--- config.mk ---
export PLATFORM = sky130hd
export DESIGN_NAME = dual_port_ram_wr_flat
export DESIGN_NICKNAME = d
export VERILOG_FILES = /design/src/rtl/mem_pkg.sv /design/src/rtl/dual_port_ram_wr_if.sv /design/src/rtl/mem_clear_seq.sv /design/src/rtl/dual_port_ram_wr.sv /design/src/flat_wrapper.sv
export SDC_FILE = /design/constraint.sdc
export NUM_CORES = 1
export LEC_CHECK = 0
export CAP_MARGIN = 20
export CORE_ASPECT_RATIO = 0.7
export CORE_MARGIN = 2
export CORE_UTILIZATION = 40
export DETAILED_ROUTE_END_ITERATION = 12
export PLACE_DENSITY_LB_ADDON = 0.25
export SYNTH_ARGS = -nofsm -noshare
export SYNTH_HDL_FRONTEND = slang
export SYNTH_SLANG_ARGS = --single-unit
--- constraint.sdc ---
create_clock -name clk -period 2.7 [get_ports clk]
set_input_delay 0.81 -clock clk [delete_from_list [all_inputs] [get_ports clk]]
set_output_delay 0.81 -clock clk [all_outputs]
set_load 0.02 [all_outputs]
--- src/rtl/mem_pkg.sv ---
// Shared definitions for the dual-port table memory family: FSM state
// encoding for the clear sequencer and the default geometry.
package mem_pkg;

   typedef enum logic {
      ST_CLEAR = 1'b0,
      ST_READY = 1'b1
   } state_t;

   localparam int DATA_W_DEF = 4;
   localparam int ADDR_W_DEF = 3;

endpackage

--- src/rtl/dual_port_ram_wr_if.sv ---
// Port bundle for the writable dual-port RAM: two read/write ports,
// the clear request, the busy flag and the collision pulse.
interface dual_port_ram_wr_if #(
   parameter int DATA_W = 4,
   parameter int ADDR_W = 3
);
   logic              clr;
   logic              busy;
   logic              ena;
   logic              wea;
   logic [ADDR_W-1:0] addra;
   logic [DATA_W-1:0] dina;
   logic [DATA_W-1:0] douta;
   logic              enb;
   logic              web;
   logic [ADDR_W-1:0] addrb;
   logic [DATA_W-1:0] dinb;
   logic [DATA_W-1:0] doutb;
   logic              coll;

   // Requesting side: drives the ports, observes data and status.
   modport master (
      output clr, ena, wea, addra, dina, enb, web, addrb, dinb,
      input  busy, douta, doutb, coll
   );

   // Memory side.
   modport slave (
      input  clr, ena, wea, addra, dina, enb, web, addrb, dinb,
      output busy, douta, doutb, coll
   );
endinterface

--- src/rtl/mem_clear_seq.sv ---
// Clear sequencer: after reset, or on a clr pulse while ready, sweeps every
// address once and supplies the write address/enable used to store the
// clear value. Ports are locked out (busy) for the whole sweep.
module mem_clear_seq
   import mem_pkg::*;
#(
   parameter int ADDR_W = ADDR_W_DEF
) (
   input  logic              clk,
   input  logic              rst_n,
   input  logic              clr,
   output logic              busy,
   output logic              clr_we,
   output logic [ADDR_W-1:0] clr_addr
);

   localparam logic [ADDR_W-1:0] LAST_ADDR = '1;

   state_t            state_q;
   state_t            state_d;
   logic [ADDR_W-1:0] cnt_q;
   logic [ADDR_W-1:0] cnt_d;

   // State and sweep counter; reset starts a fresh sweep from address 0.
   always_ff @(posedge clk or negedge rst_n) begin
      if (!rst_n) begin
         state_q <= ST_CLEAR;
         cnt_q   <= '0;
      end else begin
         state_q <= state_d;
         cnt_q   <= cnt_d;
      end
   end

   // Next state: sweep until the last word is written (counter parks there,
   // no wrap), then stay ready until a clr pulse restarts the sweep.
   always_comb begin
      state_d = state_q;
      cnt_d   = cnt_q;
      case (state_q)
         ST_CLEAR: begin
            if (cnt_q == LAST_ADDR) begin
               state_d = ST_READY;
            end else begin
               cnt_d = cnt_q + 1'b1;
            end
         end
         ST_READY: begin
            if (clr) begin
               state_d = ST_CLEAR;
               cnt_d   = '0;
            end
         end
         default: begin
            state_d = ST_CLEAR;
            cnt_d   = '0;
         end
      endcase
   end

   // Status and clear-write outputs follow directly from the current state.
   always_comb begin
      busy     = 1'b0;
      clr_we   = 1'b0;
      clr_addr = cnt_q;
      if (state_q == ST_CLEAR) begin
         busy   = 1'b1;
         clr_we = 1'b1;
      end
   end

endmodule

--- src/rtl/dual_port_ram_wr.sv ---
// Writable dual-port RAM with read-first ports, same-address write
// collision detection (port A wins) and a built-in clear sweep that
// borrows the port-A write path while busy.
module dual_port_ram_wr
   import mem_pkg::*;
#(
   parameter int                DATA_W  = DATA_W_DEF,
   parameter int                ADDR_W  = ADDR_W_DEF,
   parameter logic [DATA_W-1:0] CLR_VAL = '0
) (
   input logic               clk,
   input logic               rst_n,
   dual_port_ram_wr_if.slave bus
);

   localparam int DEPTH = 2 ** ADDR_W;

   logic [DATA_W-1:0] mem [0:DEPTH-1];

   logic              busy;
   logic              clr_we;
   logic [ADDR_W-1:0] clr_addr;

   logic              wr_a_en;
   logic [ADDR_W-1:0] wr_a_addr;
   logic [DATA_W-1:0] wr_a_data;
   logic              wr_b_en;
   logic              rd_a_en;
   logic              rd_b_en;
   logic              coll_d;

   logic [DATA_W-1:0] douta_p1;
   logic [DATA_W-1:0] doutb_p1;
   logic              coll_p1;

   mem_clear_seq #(
      .ADDR_W (ADDR_W)
   ) u_clear_seq (
      .clk      (clk),
      .rst_n    (rst_n),
      .clr      (bus.clr),
      .busy     (busy),
      .clr_we   (clr_we),
      .clr_addr (clr_addr)
   );

   // Port gating: the sweep owns the port-A write path while busy and all
   // external requests are dropped; collisions only count when ready.
   always_comb begin
      wr_a_en   = bus.ena & bus.wea;
      wr_a_addr = bus.addra;
      wr_a_data = bus.dina;
      wr_b_en   = bus.enb & bus.web;
      rd_a_en   = bus.ena;
      rd_b_en   = bus.enb;
      coll_d    = bus.ena & bus.wea & bus.enb & bus.web & (bus.addra == bus.addrb);
      if (busy) begin
         wr_a_en   = clr_we;
         wr_a_addr = clr_addr;
         wr_a_data = CLR_VAL;
         wr_b_en   = 1'b0;
         rd_a_en   = 1'b0;
         rd_b_en   = 1'b0;
         coll_d    = 1'b0;
      end
   end

   // Memory array: port A is written after port B so A's data wins on a
   // same-address collision.
   always_ff @(posedge clk) begin
      if (wr_b_en) begin
         mem[bus.addrb] <= bus.dinb;
      end
      if (wr_a_en) begin
         mem[wr_a_addr] <= wr_a_data;
      end
   end

   // ---- stage p1: registered read data (read-first) and collision pulse ----
   // Output registers; reads sample the pre-write content of this cycle.
   always_ff @(posedge clk or negedge rst_n) begin
      if (!rst_n) begin
         douta_p1 <= '0;
         doutb_p1 <= '0;
         coll_p1  <= 1'b0;
      end else begin
         if (rd_a_en) begin
            douta_p1 <= mem[bus.addra];
         end
         if (rd_b_en) begin
            doutb_p1 <= mem[bus.addrb];
         end
         coll_p1 <= coll_d;
      end
   end

   assign bus.busy  = busy;
   assign bus.douta = douta_p1;
   assign bus.doutb = doutb_p1;
   assign bus.coll  = coll_p1;

endmodule

--- src/flat_wrapper.sv ---
// flat-port wrapper written by rule: the top's interface ports become plain ports
module dual_port_ram_wr_flat import mem_pkg::*;
#(
   parameter int                DATA_W  = DATA_W_DEF,
   parameter int                ADDR_W  = ADDR_W_DEF,
   parameter logic [DATA_W-1:0] CLR_VAL = '0
)
  (clk, rst_n, bus_clr, bus_ena, bus_wea, bus_addra, bus_dina, bus_enb, bus_web, bus_addrb, bus_dinb, bus_busy, bus_douta, bus_doutb, bus_coll);
  dual_port_ram_wr_if #(.DATA_W(DATA_W), .ADDR_W(ADDR_W)) bus_i ();
  input logic clk;
  input logic rst_n;
  input wire logic [$bits(bus_i.clr)-1:0] bus_clr;
  input wire logic [$bits(bus_i.ena)-1:0] bus_ena;
  input wire logic [$bits(bus_i.wea)-1:0] bus_wea;
  input wire logic [$bits(bus_i.addra)-1:0] bus_addra;
  input wire logic [$bits(bus_i.dina)-1:0] bus_dina;
  input wire logic [$bits(bus_i.enb)-1:0] bus_enb;
  input wire logic [$bits(bus_i.web)-1:0] bus_web;
  input wire logic [$bits(bus_i.addrb)-1:0] bus_addrb;
  input wire logic [$bits(bus_i.dinb)-1:0] bus_dinb;
  output wire logic [$bits(bus_i.busy)-1:0] bus_busy;
  output wire logic [$bits(bus_i.douta)-1:0] bus_douta;
  output wire logic [$bits(bus_i.doutb)-1:0] bus_doutb;
  output wire logic [$bits(bus_i.coll)-1:0] bus_coll;
  assign bus_i.clr = bus_clr;
  assign bus_i.ena = bus_ena;
  assign bus_i.wea = bus_wea;
  assign bus_i.addra = bus_addra;
  assign bus_i.dina = bus_dina;
  assign bus_i.enb = bus_enb;
  assign bus_i.web = bus_web;
  assign bus_i.addrb = bus_addrb;
  assign bus_i.dinb = bus_dinb;
  assign bus_busy = bus_i.busy;
  assign bus_douta = bus_i.douta;
  assign bus_doutb = bus_i.doutb;
  assign bus_coll = bus_i.coll;
  dual_port_ram_wr #(.DATA_W(DATA_W), .ADDR_W(ADDR_W), .CLR_VAL(CLR_VAL)) u_core (.clk(clk), .rst_n(rst_n), .bus(bus_i));
endmodule
==> results_dict.tcl <==
set metrics [dict create \
    wl_um 6700 \
    n_antenna_cell 0 \
    ys_seq_area_share_pct 46.1 \
    boundaryPins 31 \
    rows 25 \
    tightest_slew_ns 0.744 \
    crit_family "buffers and inverters" \
    cts_tree "built" \
    vias 1832 \
    crit_path_start_kind "flip-flop" \
    post-cts-setup-buffers 0 \
    fin_crit_sh_pct 85.2 \
    p_leak_nw 1.23 \
    r2r_start "u_core.u_clear_seq.state_q" \
    cts-root-buf "clkbuf_8" \
    hold_path_class "flip-flop to flip-flop" \
    synth.largest_area_cell "edfxtp_1" \
    drc 0 \
    ys_ff_latch 45 \
    final_nets 261 \
    rr_worst_depth 5 \
    fin_tns_setup_ns 0 \
    cp.required_ns 1.89 \
    antenna_found_initial 0 \
    nFillCells 619 \
    netlist_area_mm2 0.00279 \
    grt_use_total_pct 19.2 \
    peakVddDrop_mv 0.311 \
    port-buffer-count 30 \
    synth_enable_flop_cells 32 \
    viasPerCell 5.50 \
    synth_top_cells_by_count "32 x edfxtp_1, 28 x mux2_2, 15 x mux2i_1, 13 x dfrtp_1, 11 x mux4_2" \
    grt_max_degree 19 \
    drv_cap 0 \
    path_clk_slew_ns 0.09 \
    ant_nets 0 \
    syn-num-nets 219 \
    crit_path_cell_trace "inv_1 > clkdlybuf4s50_1" \
    yosysUniqueCellTypes 43 \
    insertion_delay_ns 0.31 \
    gp_congestion 0.822 \
    synthToLayoutAreaGrowth_pct 20.4 \
    cts.htree.levels 2 \
    dr.first_iter.drc_count 169 \
    detailed_place_hpwl_um 5340 \
    crit_end "bus_busy" \
    grt_pass1_vias 1863 \
    r2r_slack_ns 0.74 \
    clockBufferDepth 2 \
    relSlewSlack_pct 50.0 \
    synth.area.top_cells "edfxtp_1 34%, dfrtp_1 12%, mux2_2 11%" \
    outcome "complete, no violations" \
    criticalPathCategory "flip-flop to output pin" \
    cp.buffers_inverters 2 \
    crit_path_start "u_core.u_clear_seq.state_q" \
    utilization_pct 49.7 \
    drive_gt1_share_pct 36.4 \
    cts_buffers 5 \
    crit_arrival_ns 1.49 \
    die_w_um 104 \
    p_per_area_mw_per_mm2 933 \
    finClkSkew_ns 0.00566 \
    drv_slew 0 \
    cp-end-kind "output pin" \
    die_area_mm2 0.00767 \
    synth_flop_cell "edfxtp_1" \
    fin_crit_ns 2.30 \
    grt_pass1_wl_um 10800 \
    core_mm2 0.00676 \
    r2r-end "u_core.mem[7][0]" \
    cp.depth 2 \
    syn_avg_cell_area_um2 14.2 \
    crit_slowest_cell "clkdlybuf4s50_1" \
    synth_top_area_share_pct 34.5 \
    hold_buffers 0 \
    syn_inst 196 \
    rsz0062_at_grt "false" \
    fin_total_pwr_mw 3.13 \
    ys_warn_count 0 \
    die_h_um 73.9 \
    grt_overflow 0 \
    async_flop_share_pct 28.9 \
    wire_per_inst_um 20.1 \
    crit_fanout 6 \
    setup_viol 0 \
    fmax_mhz 435 \
    clock_sinks 45 \
    ctsResizeCount 0 \
    hold_violations 0 \
    start_util_pct 41.3 \
    synth.most_common_cell "edfxtp_1" \
    slowest_delay_ns 0.60 \
    dr.pass1.iters 4 \
]
## power by group
group          switching, mW  internal, mW  total (mW)
Combinational          0.682         0.761        1.44
Sequential             0.191          1.06        1.25
Clock                  0.254         0.184       0.438
Total                   1.13          2.01        3.13
## layout make-up
class                   count  area [um^2]  share of cell area, %
multi-input cells         134         1410                   41.9
well taps                  94          118                   3.50
flip-flops and latches     45         1290                   38.3
clock inverters             3         21.3                  0.633
repair buffers             50          450                   13.4
clock buffers               5         68.8                   2.05
inverters                   2         7.51                  0.224
## metal layers
layer / part of all wire, % / routed length [um] / global-route usage (%)
met1: 50 / 3360 / 28.4
met2: 41 / 2740 / 27.9
met3: 8.0 / 535 / 5.32
met4: 0.93 / 62 / 4.95
met5: 0 / 0 / 0
## registers in the layout, summed over array words and instances, names as in the netlist
signal                       flops
u_core.bus.coll                  1
u_core.u_clear_seq.clr_addr      3
u_core.mem                      32
u_core.u_clear_seq.state_q       1
u_core.bus.douta                 4
u_core.bus.doutb                 4
## stage by stage
step | area [um^2] | cells | worst slack (ns) | hold slack (ns)
final | 3360 | 333 | 0.400 | 0.482
after global placement | 3270 | 325 | 0.101 | 0.462
after detailed placement | 3270 | 325 | 0.0788 | 0.470
after CTS | 3360 | 333 | 0.384 | 0.490
after floorplan | 2790 | 196 | 0.499 | 0.514
after global routing | 3360 | 333 | 0.310 | 0.506
## how the worst min path moves through the flow
stage / startpoint / end / slack [ns] / cells past startpoint
floorplan: rst_n / u_core.bus.coll / 0.51 / 0
global placement: u_core.bus.douta[1] / u_core.bus.douta[1] / 0.46 / 2
detailed placement: u_core.bus.douta[1] / u_core.bus.douta[1] / 0.47 / 2
CTS: u_core.bus.douta[1] / u_core.bus.douta[1] / 0.49 / 2
global route: u_core.bus.douta[0] / u_core.bus.douta[0] / 0.51 / 2
finish: u_core.bus.douta[1] / u_core.bus.douta[1] / 0.48 / 2
## cell families (layout without fill, tap and decap cells)
family	Yosys count	count (layout)	share of synthesized area [%]
AND/OR/NAND/NOR	38	38	9.51
flip-flops	45	45	46.1
multiplexers	58	58	27.7
AO/OA/AOI/OAI	33	33	11.4
XOR/XNOR	3	3	0.942
adder cells (fa/ha/maj)	2	2	0.897
buffers and inverters	17	60	3.45
## cells in the final DEF, fill, tap and decap left out, types with 3 or more instances in the layout
cell,Yosys,layout
mux4_2,11,11
nand3_1,4,4
buf_4,3,20
o21bai_1,4,4
clkbuf_8,0,5
nor3b_2,3,3
and2_1,5,5
mux2_2,28,28
edfxtp_1,32,32
mux2_4,4,4
mux2i_1,15,15
clkdlybuf4s50_1,0,30
o22a_1,3,3
nand2_1,8,8
o21ai_0,6,6
xor2_1,3,3
dfrtp_1,13,13
o221ai_1,4,4
nand2b_1,3,3
o22ai_2,3,3
nor2b_1,3,3
## worst min-delay path, stage by stage (launching register included)
cell and delay [ns]:
dfrtp_1 0.35, nand2_1 0.04, o21ai_0 0.06
No activity file was read; power rests on OpenSTA's default activity.
